File: config.mk
export PLATFORM = sky130hd
export DESIGN_NAME = fetch_queue
export DESIGN_NICKNAME = d
export VERILOG_FILES = /design/src/rtl/fetch_queue_pkg.sv /design/src/rtl/fetch_fifo.sv /design/src/rtl/fetch_queue.sv
export SDC_FILE = /design/constraint.sdc
export NUM_CORES = 1
export LEC_CHECK = 0
export BUFFER_PORTS_ARGS = -buffer_cell sky130_fd_sc_hd__buf_2
export CAP_MARGIN = 5
export CORE_ASPECT_RATIO = 0.75
export CORE_MARGIN = 2
export CORE_UTILIZATION = 40
export DETAILED_ROUTE_END_ITERATION = 6
export GPL_TIMING_DRIVEN = 0
export SLEW_MARGIN = 20
export SYNTH_ARGS = -nofsm -noshare
export SYNTH_HDL_FRONTEND = slang
export SYNTH_SLANG_ARGS = --single-unit
File: constraint.sdc
create_clock -name clk -period 7.9 [get_ports clk]
set_input_delay 0.79 -clock clk [delete_from_list [all_inputs] [get_ports clk]]
set_output_delay 0.79 -clock clk [all_outputs]
set_load 0.02 [all_outputs]
File: src/rtl/fetch_queue_pkg.sv
// Shared fetch-stage types: instruction bus request/response, fetch output,
// the issue-FSM state encoding and the queue entry layout.
package fetch_queue_pkg;

    typedef struct packed {
        logic        valid;
        logic [63:0] addr;
    } ibus_req_t;

    typedef struct packed {
        logic        data_ok;
        logic [31:0] data;
    } ibus_resp_t;

    typedef struct packed {
        logic        valid;
        logic [31:0] instr;
        logic [63:0] pc;
    } fetch_data_t;

    typedef enum logic [1:0] {
        IDLE,
        REQ,
        DROP
    } fetch_state_t;

    typedef struct packed {
        logic [63:0] pc;
        logic [31:0] instr;
    } fq_entry_t;

    localparam logic [63:0] INSTR_BYTES = 64'd4;

endpackage

File: src/rtl/fetch_fifo.sv
// Circular instruction buffer: power-of-two depth, wrapping pointers plus an
// explicit occupancy count, synchronous flush on redirect.
module fetch_fifo
    import fetch_queue_pkg::*;
#(
    parameter int DEPTH = 4,
    localparam int AW = $clog2(DEPTH),
    localparam int CW = AW + 1
) (
    input  logic          clk,
    input  logic          reset,
    input  logic          push,
    input  logic          pop,
    input  logic          flush,
    input  fq_entry_t     din,
    output fq_entry_t     dout,
    output logic          full,
    output logic          empty,
    output logic [CW-1:0] count
);

    localparam logic [CW-1:0] DEPTH_C = CW'(DEPTH);

    fq_entry_t     mem [DEPTH];
    logic [AW-1:0] wr_ptr;
    logic [AW-1:0] rd_ptr;

    // NOTE: storage is deliberately not reset; only pointers and count define which slots hold data.
    always_ff @(posedge clk) begin
        if (push) begin
            mem[wr_ptr] <= din;
        end
    end

    always_ff @(posedge clk) begin
        if (reset || flush) begin
            wr_ptr <= '0;
            rd_ptr <= '0;
            count  <= '0;
        end else begin
            if (push) wr_ptr <= wr_ptr + AW'(1);
            if (pop)  rd_ptr <= rd_ptr + AW'(1);
            case ({push, pop})
                2'b10:   count <= count + CW'(1);
                2'b01:   count <= count - CW'(1);
                default: count <= count;
            endcase
        end
    end

    assign dout  = mem[rd_ptr];
    assign full  = (count == DEPTH_C);
    assign empty = (count == '0);

endmodule

File: src/rtl/fetch_queue.sv
// Instruction fetch front end: one-outstanding bus request FSM, redirect
// handling with stale-response dropping, and a registered fetch output.
module fetch_queue
    import fetch_queue_pkg::*;
#(
    parameter int          DEPTH    = 4,
    parameter logic [63:0] RESET_PC = 64'h8000_0000
) (
    input  logic        clk,
    input  logic        reset,
    input  logic        branch,
    input  logic [63:0] jump,
    input  logic        stop,
    output ibus_req_t   ireq,
    input  ibus_resp_t  iresp,
    output fetch_data_t dataF
);

    localparam int CW = $clog2(DEPTH) + 1;
    localparam logic [CW-1:0] DEPTH_C = CW'(DEPTH);

    fetch_state_t  state, state_next;
    logic [63:0]   pc, pc_next, pc_inc;
    logic [63:0]   addr, addr_next;
    logic          push, pop, full, empty;
    logic [CW-1:0] count, count_after;
    fq_entry_t     head, push_entry;

    fetch_fifo #(.DEPTH(DEPTH)) u_fifo (
        .clk   (clk),
        .reset (reset),
        .push  (push),
        .pop   (pop),
        .flush (branch),
        .din   (push_entry),
        .dout  (head),
        .full  (full),
        .empty (empty),
        .count (count)
    );

    assign pop         = !stop && !branch && !empty;
    assign count_after = count + CW'(1) - CW'(pop);
    assign pc_inc      = pc + INSTR_BYTES;
    assign push_entry  = '{pc: addr, instr: iresp.data};
    assign ireq.valid  = (state != IDLE);
    assign ireq.addr   = addr;

    // NOTE: combinational next-state logic uses blocking assignments with every output defaulted first, so no latch can form.
    always_comb begin
        state_next = state;
        pc_next    = pc;
        addr_next  = addr;
        push       = 1'b0;
        unique case (state)
            IDLE: begin
                if (branch) begin
                    pc_next    = jump;
                    addr_next  = jump;
                    state_next = REQ;
                end else if (!full) begin
                    addr_next  = pc;
                    state_next = REQ;
                end
            end
            REQ: begin
                if (branch) begin
                    pc_next = jump;
                    if (iresp.data_ok) begin
                        addr_next  = jump;
                        state_next = REQ;
                    end else begin
                        state_next = DROP;
                    end
                end else if (iresp.data_ok) begin
                    push       = 1'b1;
                    pc_next    = pc_inc;
                    addr_next  = pc_inc;
                    state_next = (count_after < DEPTH_C) ? REQ : IDLE;
                end
            end
            DROP: begin
                // The in-flight address stays on the bus until its response is swallowed.
                if (branch) pc_next = jump;
                if (iresp.data_ok) begin
                    addr_next  = branch ? jump : pc;
                    state_next = REQ;
                end
            end
            default: state_next = IDLE;
        endcase
    end

    always_ff @(posedge clk) begin
        if (reset) begin
            state <= IDLE;
            pc    <= RESET_PC;
            addr  <= RESET_PC;
        end else begin
            state <= state_next;
            pc    <= pc_next;
            addr  <= addr_next;
        end
    end

    always_ff @(posedge clk) begin
        if (reset) begin
            dataF <= '0;
        end else if (branch) begin
            dataF.valid <= 1'b0;
        end else if (!stop) begin
            dataF.valid <= !empty;
            if (!empty) begin
                dataF.instr <= head.instr;
                dataF.pc    <= head.pc;
            end
        end
    end

endmodule

Word level (Yosys, flattened, before mapping)
Memory sizes are Yosys's and may differ from the RTL's. A register that Yosys moved wholly into a read port is not among the register bits.
Cells that the tools add are included.
Widths: inputs -> output; s select.
{ "word_totals": {"wordCells": 69, "inputBits": 101, "regBits": 138, "mem_bits_rw": 384, "mem_count": 1, "output_inout_bits": 162} }
{ "classes": {"n_reduce_logical": 18, "bitwise_logic": 3, "add_sub_neg": 6, "order_cmp": 1, "muxes": 24, "n_eq_ne": 9} }
{ "memory_table": {"columns": ["name", "depth", "word_bits", "read_ports", "rd_ports_with_merged_regs", "wr", "line_no", "rtl"], "rows": [
  ["u_fifo.mem", 4, 96, 1, 1, 1, "fetch_fifo.sv:24", "fq_entry_t mem [DEPTH];"]
]} }
{ "op_table": {"columns": ["operator", "n"], "rows": [
  ["$mux 64", 8],
  ["$pmux 64 s3", 1],
  ["$pmux 64 s2", 1],
  ["$add 64x3->64 const B", 1],
  ["$mux 2", 6],
  ["$mux 1", 6],
  ["$ne 3x3->1 const B", 2],
  ["$pmux 2 s3", 1],
  ["$pmux 3 s2", 1],
  ["$reduce_and 3->1", 2],
  ["$reduce_bool 2->1", 3],
  ["$add 2x1->2 const B", 2],
  ["$eq 2x1->1 const B", 2],
  ["$eq 2x2->1 const B", 2],
  ["$ne 2x2->1 const B", 2],
  ["$reduce_and 4->1", 1],
  ["$reduce_or 2->1", 2],
  ["$add 3x1->3 const B", 1],
  ["$eq 3x3->1 const B", 1],
  ["$logic_not 1->1", 3],
  ["$logic_not 3->1", 1],
  ["$lt 3x3->1 const B", 1],
  ["$not 1->1", 3],
  ["$reduce_bool 3->1", 1],
  ["other kinds (6)", 7]
]} }

Logic depth before layout (Yosys ltp)
{ "logic_depth": {"ltp_word": 9, "ltp_mapped": 11, "depth_no_buf": 9} }

By module
Synthesis repeated with hierarchy kept, for this count alone.
{ "hier_totals": {"cells_unflattened": 2143, "area_unflattened_um2": 26235.2} }
{ "modules_own_cells": {"columns": ["mod", "area_each_um2", "instances", "seq_area_each_um2", "cells_each"], "rows": [
  ["fetch_fifo", 14298.7, 1, 11711.2, 550],
  ["fetch_queue", 11936.4, 1, 4544.4, 1593]
]} }

Worst setup path after synthesis
OpenSTA, ideal clock, no wires.
{ "synth_timing": {"path_type": "input to register", "startpoint": "input branch", "endpoint": "memory u_fifo.mem[0][0] (netlist name), enable pin", "slack_ns": 3.558, "setup_ns": 0.466, "arrival_time_ns": 3.876, "n_path_buf": 1, "required_time_ns": 7.434, "cell_stages": 3, "path_cell_list": "clkbuf_1 -> nor3b_1 -> and3_1"} }
{ "synth_via": {"elab_chain_cells": 4} }
{ "synth_lines": {"columns": ["item", "line_no", "rtl"], "rows": [
  ["start: declaration", "fetch_queue.sv:11", "input logic branch,"],
  ["$mux 1", "fetch_queue.sv:67", "if (branch) begin"],
  ["$mux 1", "fetch_queue.sv:55", "unique case (state)"],
  ["$mux 1", "fetch_fifo.sv:30", "if (push) begin"],
  ["$mux 1 (implied by the code)", "fetch_fifo.sv:31", "mem[wr_ptr] <= din;"],
  ["end: declaration", "fetch_fifo.sv:24", null]
]} }
Every way passes these cells.

Worst setup path in the final report
{ "layout_timing": {"startpoint": "register state[0]", "endpoint": "register addr[37]"} }
{ "layout_via": {"elab_chain_cells": 3, "elab_cells_between_ends": 9, "cone_classes": "eq/ne: 5; mux: 1; reduce/logical: 3"} }
{ "layout_lines": {"columns": ["item", "line_no", "rtl"], "rows": [
  ["start: declaration", "fetch_queue.sv:22", "fetch_state_t state, state_next;"],
  ["start signal: assignment", "fetch_queue.sv:100", "state <= state_next;"],
  ["$eq 2x1->1, or another cell as far along", "fetch_queue.sv:55", null],
  ["$ne 2x2->1 (no line), or another cell as far along", null, null],
  ["$reduce_and 4->1 (no line)", null, null],
  ["end signal: assignment", "fetch_queue.sv:102", "addr <= addr_next;"],
  ["end: declaration", "fetch_queue.sv:24", "logic [63:0] addr, addr_next;"]
]} }
Parallel ways exist; a longest one is shown, timed or not.
A chain may end at the register's enable or synchronous reset.

==> flow_summary.ini <==
[route]
antenna_left = 0
wire_per_inst_um = 28.2
drt_iter0_drc = 2503
viasPerCell = 5.90
vias = 19767
wl_mm = 94.5
drc_errors = 0
firstDrtPassIters = 6

[synth]
syn_area_per_cell_um2 = 12.2
ys_ff_latch = 618
yosys.area.top_type = edfxtp_1
synthArstFlopShare = 0
synthFlopType = edfxtp_1
yosysWarnings = 0
synth_nets = 2206
syn_area_um2 = 25600
synth_cell_types = 66
synth_area_leaders = edfxtp_1 (45%), dfxtp_1 (18%), mux4_2 (8.4%)
synth_edf_count = 384
seq_area_frac_synth = 0.632
synth_top_area_share = 0.450
synthCells = 2096

[layout]
final_cells = 3349
fillers = 5795
stdcell_area_um2 = 30300
final_nets = 2540
utilization = 0.477
drive_gt1_frac = 0.203
area_delta_synth_final_pct = 18.2

[power]
p_seq_frac = 0.510
p_clk_frac = 0.410
peakVddDrop_mv = 0.197
swShare = 0.256
power.density_nw_per_um2 = 235
power_leakage_nw = 10.1
power_switching_w = 0.00182
power.internal_w = 0.00529
power_frac_comb = 0.080

[global_routing]
grt_pass1_wl_mm = 133
antenna_found_initial = 5
overflow = 0
grt.total_usage = 0.283
grt_max_degree = 43
grt_pass1_vias = 18422

[sta]
worst_pin_slew_ns = 1.24
tns_ns = 0
skew_ns = 0.0398
max_freq_mhz = 239
min_period_ns = 4.18
maxSlewViolCount = 0
hold_violations = 0
rsz0062_at_grt = no
finalSetupViolCount = 0
maxSlewHeadroom = 0.170
fin_crit_sh = 0.530

[floorplanning]
dieArea_um2 = 66200
io_pins = 263
row_count = 80
initial_core_util = 0.404
core_um2 = 63500
die_w_um = 296
fp.dieH_um = 223

[run_status]
status = finished clean

[placed_design]
portBuffers = 261
hpwlAfterDp_mm = 67.2
dp_cells = 3228
dpl_cell_area_um2 = 28300
gp_congestion = 1.01

[setup_path]
path_class = reg -> reg
critPathMaxFanout = 10
critPathArrivalTime_ns = 4.74
endpoint_kind = flop
crit_required_ns = 8.46
cp-start-kind = flop

[clock_tree]
clkTransAtPathRegs_ns = 0.07
cts.sinks = 618
ctsHoldBuffers = 0
cts_resized = 0
clockBufferDepth = 3
cts_tree = done
post_cts_buffers = 0
htreeDepth = 2
clock-root-buffer = clkbuf_16
cts_buffers = 61
clock_latency_ns = 0.66

[job]
drv_cap = 0

[hold_path]
hp-class = in -> reg
routing by layer:
metal  GRT usage  part of all wire  vias up
met5           0                 0        -
met4      0.0877             0.030        0
met3      0.0635              0.11      165
met2       0.400              0.42     1112
met1       0.430              0.44     9902
li1            -                 -     8588
worst paths after layout:
check / from / end / slack (ns) / depth (start not counted)
worst max register to register: state[0] / addr[37] / 3.72 / 8
worst max-delay path: state[0] / addr[37] / 3.72 / 8
worst min register to register: dataF[61] / dataF[61] / 0.45 / 2
worst min-delay path: iresp[6] / u_fifo.mem[0][6] / 0.34 / 1
cell usage after synthesis (4+ instances only):
cell type,n
buf_2,11
nand2_1,354
nand2b_1,12
xnor2_1,35
o21a_1,4
clkbuf_1,126
buf_1,21
nor2b_1,7
a22oi_1,14
mux2i_1,13
a311oi_1,4
o22ai_1,13
nor2_1,87
ha_1,9
nor3_1,40
or2_2,5
and3_1,22
o21ai_0,67
mux4_2,96
nand3_1,59
a211oi_1,22
or3_1,12
o211ai_1,18
o31ai_1,12
nand3b_1,4
nor4_1,24
xor2_1,22
or4_1,17
inv_1,14
edfxtp_1,384
nand4_1,31
a21oi_1,185
a221oi_1,15
nor3b_1,4
dfxtp_1,234
and4_1,11
a31oi_1,37
cell type report:
type	count	area, um2	area share
clock buffers	85	1670	0.0550
flip-flops and latches	618	16200	0.535
clock inverters	31	320	0.0106
diodes	5	12.5	0.000413
multi-input cells	1301	8770	0.290
well taps	861	1080	0.0356
plain buffers	161	632	0.0209
repair buffers	271	1540	0.0508
inverters	16	60.1	0.00198
layout by cell type (no fill, tap or decap), types with 6 or more instances in the layout:
cell type,n
clkbuf_1,143
ha_1,9
inv_1,14
clkinv_1,8
nand2_1,354
and4_1,11
buf_16,6
clkinv_2,13
nand3_1,59
dfxtp_1,234
o31ai_1,12
nor2b_1,7
a221oi_1,15
and3_1,18
o21ai_0,67
buf_1,19
o211ai_1,18
nor2_1,86
xnor2_1,35
nor3_1,39
or3_1,12
mux4_2,96
buf_2,272
a22oi_1,14
or4_1,17
a211oi_1,22
nor4_1,24
a21oi_1,184
o22ai_1,13
nand2b_1,12
edfxtp_1,384
xor2_1,22
nand4_1,31
clkbuf_16,61
mux2i_1,13
a31oi_1,37
critical path, stage by stage (launching register included):
cell and delay (ns):
dfxtp_1 0.30, clkbuf_1 0.20, inv_1 0.46, o311ai_0 0.48, and2_0 0.35, nor2_1 0.93, clkbuf_1 0.77, o21ai_0 0.37
a31oi_1 0.21
cell families (layout without fill, tap and decap cells):
| kind of cell | Yosys count | count (layout) | share of synthesized area |
|---|---|---|---|
| AO/OA/AOI/OAI | 416 | 416 | 0.0972 |
| XOR/XNOR | 57 | 57 | 0.0195 |
| adder cells (fa/ha/maj) | 9 | 9 | 0.00439 |
| buffers and inverters | 177 | 564 | 0.0268 |
| flip-flops | 618 | 618 | 0.632 |
| multiplexers | 112 | 112 | 0.0907 |
| other | 0 | 5 | 0 |
| AND/OR/NAND/NOR | 707 | 707 | 0.129 |
through the flow:
stage / hold WS, ns / setup slack [ns] / power (W)
3_3_place_gp: 0.440 / 0.867 / 0.00423
4_1_cts: 0.309 / 3.93 / 0.00712
2_1_floorplan: 0.436 / 3.56 / 0.00393
3_5_place_dp: 0.444 / 3.65 / 0.00424
6_report: 0.345 / 3.72 / 0.00711
5_1_grt: 0.322 / 3.71 / 0.00730
registers in the layout, indices dropped and copies added, names as in the netlist:
register and flops:
u_fifo.mem 384, dataF 97, addr 64, pc 64
u_fifo.count 3, state 2, u_fifo.rd_ptr 2, u_fifo.wr_ptr 2
power by group through the flow:
stage | clock [W] | combinational, W | sequential [W]
final | 0.00291 | 0.000572 | 0.00362
after global routing | 0.00308 | 0.000593 | 0.00363
after global placement | 0 | 0.000546 | 0.00368
after CTS | 0.00294 | 0.000555 | 0.00362
after floorplan | 0 | 0.000248 | 0.00368
after detailed placement | 0 | 0.000553 | 0.00369
(Power assumes the default switching activity.)
